## config.mk

```make
export PLATFORM = sky130hd
export DESIGN_NAME = snake_engine_flat
export DESIGN_NICKNAME = d
export VERILOG_FILES = /design/src/rtl/snake_engine_if.sv /design/src/rtl/snake_engine.sv /design/src/flat_wrapper.sv
export SDC_FILE = /design/constraint.sdc
export NUM_CORES = 2
export LEC_CHECK = 0
export ABC_CLOCK_PERIOD_IN_PS = 11100
export CORE_MARGIN = 3
export CORE_UTILIZATION = 40
export CTS_BUF_LIST = sky130_fd_sc_hd__clkbuf_4 sky130_fd_sc_hd__clkbuf_8
export DETAILED_ROUTE_END_ITERATION = 8
export SYNTH_ARGS = -nofsm -noshare
export SYNTH_HDL_FRONTEND = slang
export SYNTH_SLANG_ARGS = --single-unit
```

## constraint.sdc

```tcl
create_clock -name VGA_clk -period 11.1 [get_ports VGA_clk]
set_input_delay 2.22 -clock VGA_clk [delete_from_list [all_inputs] [get_ports VGA_clk]]
set_output_delay 2.22 -clock VGA_clk [all_outputs]
set_load 0.005 [all_outputs]
```

## src/rtl/snake_engine_if.sv

```systemverilog
// Control, pixel-query and status signals between the game/VGA logic and snake_engine.
interface snake_engine_if #(
    parameter int unsigned MAX_LEN = 32
);
    localparam int unsigned SW = $clog2(MAX_LEN) + 1;

    logic          start;
    logic          update;
    logic [4:0]    direction;
    logic          grow;
    logic [9:0]    xCount;
    logic [9:0]    yCount;
    logic          snakeHead;
    logic          snakeBody;
    logic [SW-1:0] size;
    logic          busy;
    logic          game_over;

    modport master (
        output start, update, direction, grow, xCount, yCount,
        input  snakeHead, snakeBody, size, busy, game_over
    );

    modport slave (
        input  start, update, direction, grow, xCount, yCount,
        output snakeHead, snakeBody, size, busy, game_over
    );
endinterface

```

## src/rtl/snake_engine.sv

```systemverilog
// Snake segment tracker: moves, grows, detects walls and self-collision, flags head/body pixels.
// Define WRAP_EN to make the head wrap around the screen edges instead of dying at a wall.
module snake_engine #(
    parameter int unsigned MAX_LEN  = 32,
    parameter int unsigned INIT_LEN = 4,
    parameter int unsigned SEG      = 10,
    parameter int unsigned H_RES    = 640,
    parameter int unsigned V_RES    = 480,
    parameter int unsigned START_X  = 300,
    parameter int unsigned START_Y  = 300,
    parameter int unsigned PARK_X   = 700,
    parameter int unsigned PARK_Y   = 500
) (
    input logic           VGA_clk,
    input logic           reset,
    snake_engine_if.slave bus
);
    localparam int unsigned CW  = 10;
    localparam int unsigned CW1 = CW + 1;
    localparam int unsigned AW  = CW + 2;
    localparam int unsigned KW  = $clog2(MAX_LEN);
    localparam int unsigned SW  = KW + 1;

    localparam logic signed [AW-1:0] XMAX = AW'(H_RES - SEG);
    localparam logic signed [AW-1:0] YMAX = AW'(V_RES - SEG);

    localparam logic [4:0] DIR_UP    = 5'd1;
    localparam logic [4:0] DIR_LEFT  = 5'd2;
    localparam logic [4:0] DIR_DOWN  = 5'd3;
    localparam logic [4:0] DIR_RIGHT = 5'd4;

    typedef struct packed {
        logic [CW-1:0] x;
        logic [CW-1:0] y;
    } coord_t;

    typedef enum logic [1:0] {IDLE, RUN, CHECK, DEAD} state_t;

    state_t        state_q, state_d;
    coord_t        seg_q [MAX_LEN];
    logic [SW-1:0] size_q;
    logic [4:0]    heading_q;
    logic          grow_pend_q;
    logic [KW-1:0] k_q;
    logic          head_hit_q, body_hit_q, busy_q, game_over_q;

    logic                 is_move_c, reversal_c, move_c, shift_c, grow_c, oob_c;
    logic                 hit_c, last_c, head_hit_c, body_hit_c;
    logic [4:0]           dir_c;
    logic signed [AW-1:0] nx_c, ny_c;
    coord_t               new_head_c;

    // Strict inside test of one SEG-sized square
    function automatic logic pix_hit(input coord_t c, input logic [CW-1:0] px,
                                     input logic [CW-1:0] py);
        logic [CW:0] x0, y0;
        x0 = {1'b0, c.x};
        y0 = {1'b0, c.y};
        return ({1'b0, px} > x0) && ({1'b0, px} < x0 + CW1'(SEG)) &&
               ({1'b0, py} > y0) && ({1'b0, py} < y0 + CW1'(SEG));
    endfunction

    // Direction filtering and candidate head position
    always_comb begin
        is_move_c  = (bus.direction == DIR_UP) || (bus.direction == DIR_LEFT) ||
                     (bus.direction == DIR_DOWN) || (bus.direction == DIR_RIGHT);
        reversal_c = (bus.direction == DIR_UP    && heading_q == DIR_DOWN)  ||
                     (bus.direction == DIR_DOWN  && heading_q == DIR_UP)    ||
                     (bus.direction == DIR_LEFT  && heading_q == DIR_RIGHT) ||
                     (bus.direction == DIR_RIGHT && heading_q == DIR_LEFT);
        dir_c = (is_move_c && !reversal_c) ? bus.direction : heading_q;
        nx_c  = $signed({2'b00, seg_q[0].x});
        ny_c  = $signed({2'b00, seg_q[0].y});
        case (dir_c)
            DIR_UP:    ny_c = ny_c - $signed(AW'(SEG));
            DIR_DOWN:  ny_c = ny_c + $signed(AW'(SEG));
            DIR_LEFT:  nx_c = nx_c - $signed(AW'(SEG));
            DIR_RIGHT: nx_c = nx_c + $signed(AW'(SEG));
            default: ;
        endcase
`ifdef WRAP_EN
        oob_c = 1'b0;
        if (nx_c[AW-1])      nx_c = XMAX;
        else if (nx_c > XMAX) nx_c = '0;
        if (ny_c[AW-1])      ny_c = YMAX;
        else if (ny_c > YMAX) ny_c = '0;
`else
        oob_c = nx_c[AW-1] || (nx_c > XMAX) || ny_c[AW-1] || (ny_c > YMAX);
`endif
        new_head_c.x = nx_c[CW-1:0];
        new_head_c.y = ny_c[CW-1:0];

        move_c  = (state_q == RUN) && bus.start && bus.update && is_move_c;
        shift_c = move_c && !oob_c;
        grow_c  = shift_c && grow_pend_q && (size_q < SW'(MAX_LEN));

        hit_c  = (seg_q[k_q] == seg_q[0]);
        last_c = ({1'b0, k_q} == size_q - SW'(1));
    end

    // Next-state logic
    always_comb begin
        state_d = state_q;
        if (!bus.start) begin
            state_d = IDLE;
        end else begin
            case (state_q)
                IDLE:  state_d = RUN;
                RUN:   if (move_c) state_d = oob_c ? DEAD : CHECK;
                CHECK: begin
                    if (hit_c)       state_d = DEAD;
                    else if (last_c) state_d = RUN;
                end
                DEAD:    state_d = DEAD;
                default: state_d = IDLE;
            endcase
        end
    end

    always_ff @(posedge VGA_clk) begin
        if (reset) state_q <= IDLE;
        else       state_q <= state_d;
    end

    // Segment storage, length, heading and collision index
    always_ff @(posedge VGA_clk) begin
        if (reset || !bus.start) begin
            for (int unsigned i = 0; i < MAX_LEN; i++) begin
                if (i < INIT_LEN) begin
                    seg_q[i].x <= CW'(START_X - i * SEG);
                    seg_q[i].y <= CW'(START_Y);
                end else begin
                    seg_q[i].x <= CW'(PARK_X);
                    seg_q[i].y <= CW'(PARK_Y);
                end
            end
            size_q      <= SW'(INIT_LEN);
            heading_q   <= DIR_RIGHT;
            grow_pend_q <= 1'b0;
            k_q         <= KW'(1);
        end else begin
            if (shift_c) begin
                seg_q[0] <= new_head_c;
                for (int unsigned i = 1; i < MAX_LEN; i++) begin
                    if (SW'(i) < size_q || (grow_c && SW'(i) == size_q))
                        seg_q[i] <= seg_q[i-1];
                end
                heading_q <= dir_c;
                if (grow_c) size_q <= size_q + SW'(1);
            end
            // A move consumes the pending request; a pulse on the same cycle re-arms it
            if (shift_c)                             grow_pend_q <= bus.grow;
            else if (bus.grow && state_q != IDLE) grow_pend_q <= 1'b1;
            if (move_c)                 k_q <= KW'(1);
            else if (state_q == CHECK) k_q <= k_q + KW'(1);
        end
    end

    // Pixel hit evaluation over live segments only
    always_comb begin
        head_hit_c = pix_hit(seg_q[0], bus.xCount, bus.yCount);
        body_hit_c = 1'b0;
        for (int unsigned i = 1; i < MAX_LEN; i++) begin
            if (SW'(i) < size_q && pix_hit(seg_q[i], bus.xCount, bus.yCount))
                body_hit_c = 1'b1;
        end
    end

    always_ff @(posedge VGA_clk) begin
        if (reset) begin
            head_hit_q  <= 1'b0;
            body_hit_q  <= 1'b0;
            busy_q      <= 1'b0;
            game_over_q <= 1'b0;
        end else begin
            head_hit_q  <= head_hit_c;
            body_hit_q  <= body_hit_c;
            busy_q      <= (state_d == CHECK);
            game_over_q <= (state_d == DEAD);
        end
    end

    assign bus.snakeHead = head_hit_q;
    assign bus.snakeBody = body_hit_q;
    assign bus.size      = size_q;
    assign bus.busy      = busy_q;
    assign bus.game_over = game_over_q;
endmodule

```

## src/flat_wrapper.sv

```systemverilog
// flat-port wrapper written by rule: the top's interface ports become plain ports
module snake_engine_flat 
#(
    parameter int unsigned MAX_LEN  = 32,
    parameter int unsigned INIT_LEN = 4,
    parameter int unsigned SEG      = 10,
    parameter int unsigned H_RES    = 640,
    parameter int unsigned V_RES    = 480,
    parameter int unsigned START_X  = 300,
    parameter int unsigned START_Y  = 300,
    parameter int unsigned PARK_X   = 700,
    parameter int unsigned PARK_Y   = 500
)
  (VGA_clk, reset, bus_start, bus_update, bus_direction, bus_grow, bus_xCount, bus_yCount, bus_snakeHead, bus_snakeBody, bus_size, bus_busy, bus_game_over);
  snake_engine_if #(.MAX_LEN(MAX_LEN)) bus_i ();
  input logic VGA_clk;
  input logic reset;
  input wire logic [$bits(bus_i.start)-1:0] bus_start;
  input wire logic [$bits(bus_i.update)-1:0] bus_update;
  input wire logic [$bits(bus_i.direction)-1:0] bus_direction;
  input wire logic [$bits(bus_i.grow)-1:0] bus_grow;
  input wire logic [$bits(bus_i.xCount)-1:0] bus_xCount;
  input wire logic [$bits(bus_i.yCount)-1:0] bus_yCount;
  output wire logic [$bits(bus_i.snakeHead)-1:0] bus_snakeHead;
  output wire logic [$bits(bus_i.snakeBody)-1:0] bus_snakeBody;
  output wire logic [$bits(bus_i.size)-1:0] bus_size;
  output wire logic [$bits(bus_i.busy)-1:0] bus_busy;
  output wire logic [$bits(bus_i.game_over)-1:0] bus_game_over;
  assign bus_i.start = bus_start;
  assign bus_i.update = bus_update;
  assign bus_i.direction = bus_direction;
  assign bus_i.grow = bus_grow;
  assign bus_i.xCount = bus_xCount;
  assign bus_i.yCount = bus_yCount;
  assign bus_snakeHead = bus_i.snakeHead;
  assign bus_snakeBody = bus_i.snakeBody;
  assign bus_size = bus_i.size;
  assign bus_busy = bus_i.busy;
  assign bus_game_over = bus_i.game_over;
  snake_engine #(.MAX_LEN(MAX_LEN), .INIT_LEN(INIT_LEN), .SEG(SEG), .H_RES(H_RES), .V_RES(V_RES), .START_X(START_X), .START_Y(START_Y), .PARK_X(PARK_X), .PARK_Y(PARK_Y)) u_core (.VGA_clk(VGA_clk), .reset(reset), .bus(bus_i));
endmodule
```

=== Yosys cells after proc, flatten, opt, wreduce, memory -nomap -nowiden ===
Memories as Yosys holds them, arrays and structs flattened. A register that Yosys moved wholly into a read port is not among the register bits.
Cells that the tools add are included.

* Add/sub/neg operators: 71
* Magnitude comparators: 162
* Equal/unequal tests: 50
* Mux-type cells: 205
* Bitwise operators: 32
* Reductions and logical operators: 219

{| class="wikitable"
|+ Operator list
! kind !! count
|-
| 10-bit by 4-bit adder with 11-bit output (second input constant) || 66
|-
| 10-bit by 11-bit < comparator with 1-bit output || 64
|-
| 10-bit greater-than comparator || 64
|-
| 20-bit 2-to-1 mux || 32
|-
| 1-bit logical AND || 170
|-
| 1-bit 2-to-1 mux || 163
|-
| 5-bit by 6-bit == test with 1-bit output (first input constant) || 16
|-
| 5-bit by 6-bit < comparator with 1-bit output (first input constant) || 16
|-
| 4-bit by 6-bit == test with 1-bit output (first input constant) || 8
|-
| 4-bit by 6-bit < comparator with 1-bit output (first input constant) || 8
|-
| 12-bit case mux with 2 select lines || 2
|-
| 1-bit logical OR || 41
|-
| 1-bit OR || 32
|-
| 5-bit by 2-bit == test with 1-bit output (second input constant) || 6
|-
| 3-bit by 6-bit == test with 1-bit output (first input constant) || 4
|-
| 3-bit by 6-bit < comparator with 1-bit output (first input constant) || 4
|-
| 10-bit by 4-bit subtractor with 11-bit output (second input constant) || 2
|-
| 20-bit == test || 1
|-
| 5-bit by 1-bit == test with 1-bit output (second input constant) || 3
|-
| 5-bit by 3-bit == test with 1-bit output (second input constant) || 3
|-
| 5-bit 2-to-1 mux || 3
|-
| 2-bit by 6-bit == test with 1-bit output (first input constant) || 2
|-
| 12-bit by 10-bit greater-than comparator with 1-bit output (second input constant) || 1
|-
| 12-bit by 11-bit greater-than comparator with 1-bit output (second input constant) || 1
|-
| 17 further kinds || 27
|}

* Register bits: 23
* RAM bits: 640
* Bits of input ports: 30
* Output and inout bits: 10
* Logic and storage cells: 749
* Memories kept: 1

{| class="wikitable"
|+ Memories
! memory !! depth !! bits a word !! rd ports !! clocked after memory_dff !! wr ports !! line !! text
|-
| u_core.seg_q || 32 || 20 || 33 || 1 || 32 || snake_engine.sv:40 || <nowiki>coord_t seg_q [MAX_LEN];</nowiki>
|}

=== Longest topological paths before layout ===
An unclocked memory read counts as a cell.

* Word-level depth: 38
* Depth in mapped cells: 17
* Depth with buffers taken out: 16

=== Worst setup path after synthesis ===
OpenSTA, ideal clock, no wires.

* Path type: input -> register
* Start: input bus_direction[1]
* End: memory u_core.seg_q[8][11] (netlist bit) (enable)
* Library setup time: 0.421 ns
* Arrival: 6.268 ns
* Required time: 10.679 ns
* Slack: 4.411 ns
* Cell stages on the path: 13
* Cells stage by stage: buf_2 or3_1 a311oi_1 or3_2 nor2_4 buf_2 o211ai_1 o211ai_1 a2111oi_4 o31a_1 nand2_1 clkbuf_1 o31ai_1

{| class="wikitable"
|+ RTL lines
! item !! line !! text
|-
| start, declared || flat_wrapper.sv:20 || <nowiki>input wire logic [$bits(bus_i.direction)-1:0] bus_direction;</nowiki>
|-
| end, declared || snake_engine.sv:40 ||
|}

==> impl_metrics.py <==
metrics = {
    "yosys": {
        "synthMuxAreaShare_pct": 10.8,
        "ys_async_sr_fraction_pct": 0,
        "ys_ff_latch": 635,
        "synth-main-ff-cell": "dfxtp_1",
        "synth-xor-area-share_pct": 6.61,
        "yosysMostFrequentCell": "ha_1",
        "yosysSeqAreaShare_pct": 24.4,
        "synth_adder_area_share_pct": 24.4,
        "yosys.area_share.simple_pct": 13.3,
        "synthTopCellsByArea": "ha_1 24%, edfxtp_1 14%, dfxtp_1 11%, xnor2_1 5.7%, mux2i_1 5.6%",
        "synth.top_cells.by_count": "1254 x ha_1, 703 x inv_1, 439 x nand2_1",
        "synth_top_family_by_area": "adder cells",
        "synth_compound_area_share_pct": 14.7,
        "yosys_warnings": 0,
        "synth_top_area_share_pct": 24.4,
        "syn_inst": 7052,
        "synth-edff-count": 297,
        "synth_top_cell_by_area": "ha_1",
        "syn_area_per_cell_um2": 9.11,
        "syn_area_um2": 64200,
        "synth_fp_nets": 8336,
        "post_synth_num_cell_types": 96,
    },
    "floorplan": {
        "placementRows": 146,
        "die_height_um": 407,
        "die_w_um": 407,
        "ios": 40,
        "initial_core_util_pct": 40.4,
        "fp.dieArea_um2": 165000,
        "core_region_area_um2": 159000,
    },
    "placement": {
        "place_congestion": 0.976,
        "io_buffer_count": 39,
        "hpwl_mm": 189,
    },
    "drt": {
        "viasPerCell": 6.18,
        "antenna_left": 0,
        "drt-pass1-iter-count": 8,
        "routed_wirelength_mm": 253,
        "drc": 0,
        "vias": 57200,
        "first_iter_violations": 6277,
        "wl_per_cell_um": 27.3,
    },
    "grt": {
        "grt_pass1_wl_mm": 367,
        "grt_max_degree": 163,
        "grt_util_all_layers_pct": 29.8,
        "grt_pass1_vias": 54800,
        "antenna_found_initial": 21,
        "gr-total-overflow": 0,
    },
    "clock_tree": {
        "cts_resized": 0,
        "cts_hold_buf": 0,
        "insertion_delay_ns": 0.89,
        "root_buffer": "clkbuf_8",
        "cts_setup_buffers": 0,
        "htreeDepth": 3,
        "clk_path_buf_depth": 3,
        "cts_buffers": 116,
        "cts_tree": "built",
        "clk_pin_slew_ns": 0.06,
        "clkSinkCount": 635,
    },
    "power": {
        "p_clk_share_pct": 43.4,
        "internal-power_uw": 4290,
        "p_total_uw": 6070,
        "seq_power_share_pct": 41.4,
        "power_frac_comb_pct": 15.2,
        "ir_drop_v": 0.0000930,
        "switchingPower_uw": 1790,
        "netSwitchingFraction_pct": 29.4,
        "power_density_nw_per_um2": 87.2,
        "leakagePower_uw": 0.0329,
    },
    "worst_setup_path": {
        "criticalPathCategory": "input pin to register",
        "crit_arrival_ns": 8.04,
        "crit_path_start_kind": "input pin",
        "r2r_start": "u_core.heading_q[0]",
        "crit_top_cell": "nand2_1",
        "cp_max_fo": 22,
        "startpoint": "bus_direction[1]",
        "cp.required_ns": 11.57,
        "critPathCaptureType": "register",
        "slowest_delay_ns": 0.86,
        "crit_chain": "clkdlybuf4s50_1 -> o21ai_0 -> and3_1 -> nand2_1 -> a22oi_1 -> nor2_1 -> o21ai_1 -> o211ai_1 -> a2111oi_4 -> o31a_1 -> nand2_1 -> buf_4 -> o21ai_2",
        "crit_slowest_cell": "o21ai_2",
        "crit_buf_inv": 2,
        "critPathTopFamily": "compound AO/OA/AOI/OAI gates",
    },
    "sta": {
        "rsz0062_at_grt": "no",
        "layout_worst_path_cycle_share_pct": 68.1,
        "min_period_ns": 7.56,
        "slew_headroom_pct": 19.2,
        "drv_slew": 0,
        "hold_ws_ns": 0.485,
        "clock_skew_ns": 0.0571,
        "max_freq_mhz": 132,
        "tns_ns": 0,
        "timing_hold_violations_final": 0,
        "finalSetupViolCount": 0,
        "worstMarginPinSlew_ns": 1.21,
    },
    "cells_and_area": {
        "area_delta_synth_final_pct": 8.47,
        "fillers": 15500,
        "multi_input_area_um2": 45000,
        "fin_util_pct": 43.8,
        "drive_gt1_share_pct": 7.14,
        "seq_area_um2": 15700,
        "nNetsFinal": 8357,
    },
    "run": {
        "drv_cap": 0,
    },
    "run_status": {
        "status": "finished, final reports clean",
    },
    "worst_hold_path": {
        "hold_start": "u_core.seg_q[21][9]",
        "hp-class": "register to register",
    },
}
-- logic make-up after synthesis --
family	Yosys count
XOR/XNOR	485
AND/OR/NAND/NOR	1731
other	1
multiplexers	511
buffers and inverters	928
adder cells (fa/ha/maj)	1254
flip-flops	635
AO/OA/AOI/OAI	1507
-- power by group through the flow --
stage | Combinational (uW) | Clock, uW | Sequential, uW
6_report | 925 | 2640 | 2510
5_1_grt | 1030 | 2750 | 2510
4_1_cts | 910 | 2650 | 2510
3_5_place_dp | 905 | 0 | 2560
3_3_place_gp | 878 | 0 | 2560
2_1_floorplan | 555 | 0 | 2530
-- stage by stage --
stage                     std cells  instance area [um^2]  setup slack, ns
final                          9253                 69700             3.54
after global routing           9246                 69600             3.06
after CTS                      9243                 69600             3.66
after detailed placement       9027                 67000             2.72
after global placement         9027                 67000             2.78
after floorplan                7052                 64200             4.41
-- final timing paths --
path | to | slack (ns) | cells after the start
worst max-delay path | u_core.seg_q[10][19] | 3.54 | 13
worst min-delay path | u_core.seg_q[21][9] | 0.48 | 2
worst max register to register | u_core.seg_q[10][19] | 5.14 | 12
worst min register to register | u_core.seg_q[21][9] | 0.48 | 2
-- sequential cells by signal, indices dropped and copies added (netlist names), named ones only --
signal	flops
u_core.bus.snakeHead	1
u_core.grow_pend_q	1
u_core.k_q	5
u_core.state_q	2
u_core.bus.size	6
u_core.bus.snakeBody	1
u_core.heading_q	5
u_core.bus.game_over	1
u_core.seg_q	607
u_core.bus.busy	1
-- cell usage in the layout, fill, tap and decap left out, drive strengths merged, types with 196 or more instances in the layout --
| cell | count |
|---|---|
| nor3 | 290 |
| ha | 1254 |
| nor2 | 361 |
| dfxtp | 338 |
| edfxtp | 297 |
| a21o | 196 |
| inv | 706 |
| nand2 | 439 |
| xnor2 | 415 |
| o21ai | 443 |
| a21oi | 391 |
| mux2i | 360 |
-- worst reg2reg max path, delay by kind of cell, from the launching register on --
kind / cells / cell delay, ns
flops: 1 / 0.40
simple gates: 4 / 1.32
buf+inv: 1 / 0.52
compound gates: 7 / 3.34
-- metal layers --
metal	global-route usage [%]	up-vias	part of all wire (%)
met2	46.4	2747	44
met3	6.30	626	9.4
li1	-	25900	-
met1	39.1	27900	41
met5	0	-	0.040
met4	15.1	14	5.7
-- final cells by class --
class                           count  area share [%]
Multi-Input combinational cell   5489            64.6
Sequential cell                   635            22.5
Inverter                          713            3.84
Tap cell                         2072            3.72
Clock buffer                      167            3.04
Timing Repair Buffer              118            1.45
Clock inverter                     49           0.772
Antenna cell                       10          0.0359
Power figures use the tool's default switching activity.
